`config.mk`:
```
export PLATFORM = sky130hd
export DESIGN_NAME = keypad_scanner
export DESIGN_NICKNAME = d
export VERILOG_FILES = /design/src/rtl/keypad_pkg.sv /design/src/rtl/keypad_col_scan.sv /design/src/rtl/keypad_scanner.sv
export SDC_FILE = /design/constraint.sdc
export NUM_CORES = 1
export LEC_CHECK = 0
export ABC_AREA = 1
export BUFFER_PORTS_ARGS = -buffer_cell sky130_fd_sc_hd__buf_2
export CELL_PAD_IN_SITES_DETAIL_PLACEMENT = 1
export CELL_PAD_IN_SITES_GLOBAL_PLACEMENT = 1
export CORE_MARGIN = 1.5
export CORE_UTILIZATION = 25
export DETAILED_ROUTE_END_ITERATION = 8
export MAX_ROUTING_LAYER = met4
export PLACE_DENSITY_LB_ADDON = 0.1
export REMOVE_ABC_BUFFERS = 1
export SYNTH_ARGS = -nofsm -noshare
export SYNTH_HDL_FRONTEND = slang
export SYNTH_HIERARCHICAL = 1
export SYNTH_SLANG_ARGS = --single-unit
```
`constraint.sdc`:
```
create_clock -name clk -period 4.9 [get_ports clk]
set_input_delay 1.47 -clock clk [delete_from_list [all_inputs] [get_ports clk]]
set_output_delay 1.47 -clock clk [all_outputs]
set_load 0.03 [all_outputs]
```
`src/rtl/keypad_pkg.sv`:
```
// Shared types and constants for the 3x4 telephone keypad scanner.
package keypad_pkg;

    localparam int SCAN_DIV_DEF   = 4;
    localparam int DEB_FRAMES_DEF = 3;
    localparam int NUM_ROWS       = 4;
    localparam int NUM_COLS       = 3;
    localparam int NUM_KEYS       = NUM_ROWS * NUM_COLS;

    localparam logic [3:0] NO_DIGIT = 4'hF;

    // Nibble i is the digit at row i/3, column i%3; '*' and '#' map to NO_DIGIT.
    localparam logic [4*NUM_KEYS-1:0] KEY_MAP = {
        4'hF, 4'h0, 4'hF,
        4'h9, 4'h8, 4'h7,
        4'h6, 4'h5, 4'h4,
        4'h3, 4'h2, 4'h1
    };

    typedef enum logic [1:0] {
        IDLE,
        DEBOUNCE,
        PRESSED,
        RELEASE
    } kp_state_e;

    function automatic logic [9:0] map_frame(input logic [NUM_KEYS-1:0] keys);
        logic [9:0] f;
        logic [3:0] d;
        f = '0;
        for (int i = 0; i < NUM_KEYS; i++) begin
            d = KEY_MAP[4*i +: 4];
            for (int j = 0; j < 10; j++) begin
                if (keys[i] && d == 4'(j)) f[j] = 1'b1;
            end
        end
        return f;
    endfunction

    function automatic logic [3:0] encode(input logic [9:0] oh);
        logic [3:0] code;
        code = '0;
        for (int j = 0; j < 10; j++) begin
            if (oh[j]) code = 4'(j);
        end
        return code;
    endfunction

endpackage

```
`src/rtl/keypad_col_scan.sv`:
```
// Column strobe generator and row sampler; emits one 12-key snapshot per frame.
module keypad_col_scan
    import keypad_pkg::*;
#(
    parameter int SCAN_DIV = SCAN_DIV_DEF
) (
    input  logic                clk,
    input  logic                clear_n,
    input  logic [NUM_ROWS-1:0] rows_n,
    output logic [NUM_COLS-1:0] cols_n,
    output logic [NUM_KEYS-1:0] frame,
    output logic                frame_done
);

    localparam int SW = $clog2(SCAN_DIV);
    localparam logic [SW-1:0] SLOT_LAST = SW'(SCAN_DIV - 1);

    logic [NUM_ROWS-1:0] sync1;
    logic [NUM_ROWS-1:0] sync2;
    logic                started;
    logic [1:0]          idx;
    logic [SW-1:0]       slot;
    logic [NUM_KEYS-1:0] acc;
    logic [NUM_KEYS-1:0] acc_next;
    logic                slot_end;

    assign slot_end = started && (slot == SLOT_LAST);
    assign cols_n   = started ? ~(3'b001 << idx) : 3'b111;

    // Merge the current column's rows into the frame being built.
    always_comb begin
        acc_next = acc;
        for (int r = 0; r < NUM_ROWS; r++) begin
            acc_next[NUM_COLS*r + int'(idx)] = ~sync2[r];
        end
    end

    always_ff @(posedge clk or negedge clear_n) begin
        if (!clear_n) begin
            sync1      <= '0;
            sync2      <= '0;
            started    <= 1'b0;
            idx        <= '0;
            slot       <= '0;
            acc        <= '0;
            frame      <= '0;
            frame_done <= 1'b0;
        end else begin
            sync1      <= rows_n;
            sync2      <= sync1;
            started    <= 1'b1;
            frame_done <= 1'b0;
            if (slot_end) begin
                slot <= '0;
                acc  <= acc_next;
                if (idx == 2'd2) begin
                    idx        <= '0;
                    frame      <= acc_next;
                    frame_done <= 1'b1;
                end else begin
                    idx <= idx + 2'd1;
                end
            end else if (started) begin
                slot <= slot + SW'(1);
            end
        end
    end

endmodule

```
`src/rtl/keypad_scanner.sv`:
```
// Keypad scanner top: per-frame press/release debounce FSM over the column scanner.
module keypad_scanner
    import keypad_pkg::*;
#(
    parameter int SCAN_DIV   = SCAN_DIV_DEF,
    parameter int DEB_FRAMES = DEB_FRAMES_DEF
) (
    input  logic                clk,
    input  logic                clear_n,
    input  logic [NUM_ROWS-1:0] rows_n,
    output logic [NUM_COLS-1:0] cols_n,
    output logic [9:0]          keypad,
    output logic                key_valid,
    output logic [3:0]          key_code
);

    localparam int CW = $clog2(DEB_FRAMES + 2);
    localparam logic [CW-1:0] DEB_CNT = CW'(DEB_FRAMES);

    logic [NUM_KEYS-1:0] frame;
    logic                frame_done;

    keypad_col_scan #(
        .SCAN_DIV (SCAN_DIV)
    ) u_col_scan (
        .clk        (clk),
        .clear_n    (clear_n),
        .rows_n     (rows_n),
        .cols_n     (cols_n),
        .frame      (frame),
        .frame_done (frame_done)
    );

    kp_state_e     state, state_n;
    logic [9:0]    cand, cand_n;
    logic [CW-1:0] cnt, cnt_n;
    logic [CW-1:0] rcnt, rcnt_n;
    logic [9:0]    keypad_n;
    logic [3:0]    code_n;
    logic          valid_n;
    logic [9:0]    f;
    logic          single;
    logic          empty;

    assign f      = map_frame(frame);
    assign single = $onehot(f);
    assign empty  = (frame == '0);

    always_comb begin
        state_n  = state;
        cand_n   = cand;
        cnt_n    = cnt;
        rcnt_n   = rcnt;
        keypad_n = keypad;
        code_n   = key_code;
        valid_n  = 1'b0;
        if (frame_done) begin
            unique case (state)
                IDLE: begin
                    if (single) begin
                        cand_n = f;
                        cnt_n  = CW'(1);
                        if (DEB_FRAMES == 1) begin
                            state_n  = PRESSED;
                            keypad_n = f;
                            code_n   = encode(f);
                            valid_n  = 1'b1;
                        end else begin
                            state_n = DEBOUNCE;
                        end
                    end
                end
                DEBOUNCE: begin
                    if (single && f == cand) begin
                        cnt_n = cnt + CW'(1);
                        if (cnt_n >= DEB_CNT) begin
                            state_n  = PRESSED;
                            keypad_n = cand;
                            code_n   = encode(cand);
                            valid_n  = 1'b1;
                        end
                    end else if (single) begin
                        cand_n = f;
                        cnt_n  = CW'(1);
                    end else begin
                        state_n = IDLE;
                    end
                end
                PRESSED: begin
                    if (empty) begin
                        state_n = RELEASE;
                        rcnt_n  = CW'(1);
                    end
                end
                RELEASE: begin
                    if (empty) begin
                        rcnt_n = rcnt + CW'(1);
                        if (rcnt_n >= DEB_CNT) begin
                            state_n  = IDLE;
                            keypad_n = '0;
                        end
                    end else begin
                        state_n = PRESSED;
                    end
                end
                default: state_n = IDLE;
            endcase
        end
    end

    always_ff @(posedge clk or negedge clear_n) begin
        if (!clear_n) begin
            state     <= IDLE;
            cand      <= '0;
            cnt       <= '0;
            rcnt      <= '0;
            keypad    <= '0;
            key_code  <= '0;
            key_valid <= 1'b0;
        end else begin
            state     <= state_n;
            cand      <= cand_n;
            cnt       <= cnt_n;
            rcnt      <= rcnt_n;
            keypad    <= keypad_n;
            key_code  <= code_n;
            key_valid <= valid_n;
        end
    end

endmodule

```
==> impl_metrics.json <==
{
  "clkTransAtPathRegs_ns": 0.05,
  "reg2reg_depth": 17,
  "cts_root_buf": "clkbuf_16",
  "grt_pass1_wl_um": 16600,
  "wire_per_inst_um": 12.9,
  "core_um2": 15300,
  "synth-seq-area-share": 0.449,
  "postCtsHoldBufs": 0,
  "netlist-cell-type-count": 38,
  "fin_tns_setup_ns": 0,
  "grt_pass1_vias": 3242,
  "avgSynthCellArea_um2": 8.09,
  "status": "finished clean",
  "slew_headroom": 0.379,
  "totalWireLength_um": 9360,
  "powerDensity_nw_per_um2": 632,
  "area_growth_syn_to_layout_pct": 14.0,
  "routed-wl-met3_um": 311,
  "die_width_um": 129,
  "cts_tree": "done",
  "drv_cap": 0,
  "syn-instance-count": 489,
  "antenna_found_initial": 0,
  "worst_pin_slew_ns": 0.932,
  "netlist_top_cells_area": "dfrtp_1 45%, nand2_1 17%, ha_1 5.1%, inv_1 4.6%, nand3_1 3.5%",
  "vdd_drop_max_v": 0.000223,
  "rows": 45,
  "slew_violations": 0,
  "dieArea_um2": 16600,
  "rr_startpoint": "u_col_scan/frame[0]",
  "hold_path_depth": 0,
  "postLayoutSetupSlackWorst_ns": 0.809,
  "synth_edf_count": 0,
  "clock-skew-final_ns": 0.00593,
  "grt.overflow.total": 0,
  "synth.largest_area_cell": "dfrtp_1",
  "io_buffers": 23,
  "fin_hold_ws_ns": 0.345,
  "grtUsageTotal": 0.135,
  "met1_length_um": 4540,
  "ant_nets": 0,
  "fin_nets": 539,
  "layout-drive-gt1-share": 0.158,
  "met2_length_um": 4400,
  "cts.sinks": 71,
  "grt_max_degree": 72,
  "yosys_warnings": 6,
  "p_leak_nw": 2.27,
  "drt_iter0_markers": 146,
  "min_from": "u_col_scan/sync1[0]",
  "clkLatencyLatePin_ns": 0.34,
  "cts_setup_buffers": 0,
  "vias": 3007,
  "synth_flop_cell": "dfrtp_1",
  "hpwl_um": 6820,
  "dpl_cell_area_um2": 4250,
  "first_pass_iters": 4,
  "yosysMostFrequentCell": "nand2_1",
  "timing.final.hold_violations": 0,
  "clockBufferDepth": 2,
  "ff2ff_setup_slack_ns": 0.81,
  "crit_path_max_fanout": 20,
  "ctsResizeCount": 0,
  "start_kind": "register",
  "drc": 0,
  "cp.arrival_ns": 4.29,
  "die_height_um": 129,
  "worstSetupPathType": "reg -> reg",
  "top_layer_used": "met4",
  "antenna_cells": 0,
  "async_flop_share": 1.00,
  "r2r_end": "cand[4]",
  "holdPathEnd": "u_col_scan/sync2[0]",
  "critPathRequiredTime_ns": 5.10,
  "synth_top_area_frac": 0.449,
  "synthTopCellsByCount": "180 x nand2_1, 71 x dfrtp_1, 49 x inv_1",
  "cp-end-kind": "register",
  "worstHoldPathType": "reg -> reg",
  "numCtsBuffers": 9,
  "vias_per_cell": 4.15,
  "fmax_mhz": 244,
  "stdcell_area_um2": 4510,
  "finalCritPeriodShare": 0.835,
  "ys_ff_latch": 71,
  "synth_area_um2": 3960,
  "start_util": 0.258,
  "finalPower_mw": 2.85,
  "gp_congestion": 0.732,
  "pre_cts_slack_ns": 0.788,
  "final-setup-viol-count": 0,
  "period_needed_ns": 4.09,
  "rsz0062_at_grt": "false",
  "ioPinCount": 24,
  "htree_levels": 3
}
[per-layer routing]
metal / vias to the layer above / global-route usage
met5: - / -
met4: 0 / 0.0357
met3: 8 / 0.0399
met2: 33 / 0.222
met1: 1402 / 0.162
li1: 1564 / -
[worst max path at each step]
| stage | startpoint | endpoint | slack (ns) | cells after the start |
|---|---|---|---|---|
| after floorplan | u_col_scan/frame[0] | cand[4] | 1.21 | 17 |
| after global placement | u_col_scan/frame[0] | cand[4] | 0.84 | 17 |
| after detailed placement | u_col_scan/frame[0] | cand[4] | 0.79 | 17 |
| after CTS | u_col_scan/frame[0] | cand[4] | 0.76 | 17 |
| after global routing | u_col_scan/frame[0] | cand[4] | 0.48 | 18 |
| final | u_col_scan/frame[0] | cand[4] | 0.81 | 17 |
[cell type report]
type,instances,area [µm²]
multi-input cells,347,1870
inverters,59,224
fillers,1879,10800
clock buffers,13,260
well taps,211,264
flip-flops and latches,71,1780
repair buffers,23,118
clock inverters,1,5.00
[worst max-delay path, stage by stage, from the launching register on]
cell and delay (ns):
dfrtp_1 0.42, fa_1 0.53, fa_1 0.51, inv_1 0.05, fa_1 0.43, inv_1 0.07
ha_1 0.17, inv_1 0.06, fa_1 0.48, nand2_1 0.05, nor2_1 0.10, nand2_1 0.09
inv_2 0.11, nand2_1 0.12, inv_1 0.07, nand2_1 0.40, nor2_1 0.27, a21oi_2 0.04
[sequential cells by signal, summed over array words and instances, names as in the netlist]
register,flops
key_valid,1
u_col_scan/frame_done,1
cnt,3
u_col_scan/sync1,4
key_code,4
u_col_scan/sync2,4
keypad,10
cand,10
u_col_scan/slot,2
u_col_scan/frame,12
rcnt,3
u_col_scan/acc,12
u_col_scan/started,1
u_col_scan/idx,2
state,2
[cell families (layout without fill, tap and decap cells)]
logic type,count (synthesis),count (layout),synth area share
compound gates,54,54,0.0819
xor+xnor,4,4,0.00885
fa+ha+maj,22,22,0.0809
buf+inv,71,96,0.0797
flops,71,71,0.449
mux,1,1,0.00285
other cells,1,1,0.000948
simple gates,265,265,0.296
[per-stage QoR]
stage | util | std cells
after global routing | 0.295 | 725
final | 0.295 | 725
after global placement | 0.277 | 711
after CTS | 0.295 | 725
after floorplan | - | 477
after detailed placement | 0.277 | 711
[layout by cell type (no fill, tap or decap), types with 6 or more instances in the layout]
cell type	netlist	routed
fa_1	6	6
ha_1	16	16
inv_2	9	9
nand2_2	13	13
nand3_1	28	28
dfrtp_1	71	71
buf_2	4	22
o21ai_2	10	10
nand2_1	180	180
a21oi_1	6	6
nor2_1	27	27
clkbuf_16	0	9
o21ai_0	15	15
o21ai_1	17	17
inv_1	49	49
[power by group]
group,internal [mW],total [mW],switching [mW]
combinational,0.474,1.35,0.872
clock,0.364,0.603,0.239
sequential,0.730,0.902,0.172
total,1.57,2.85,1.28
Power figures use the tool's default switching activity.
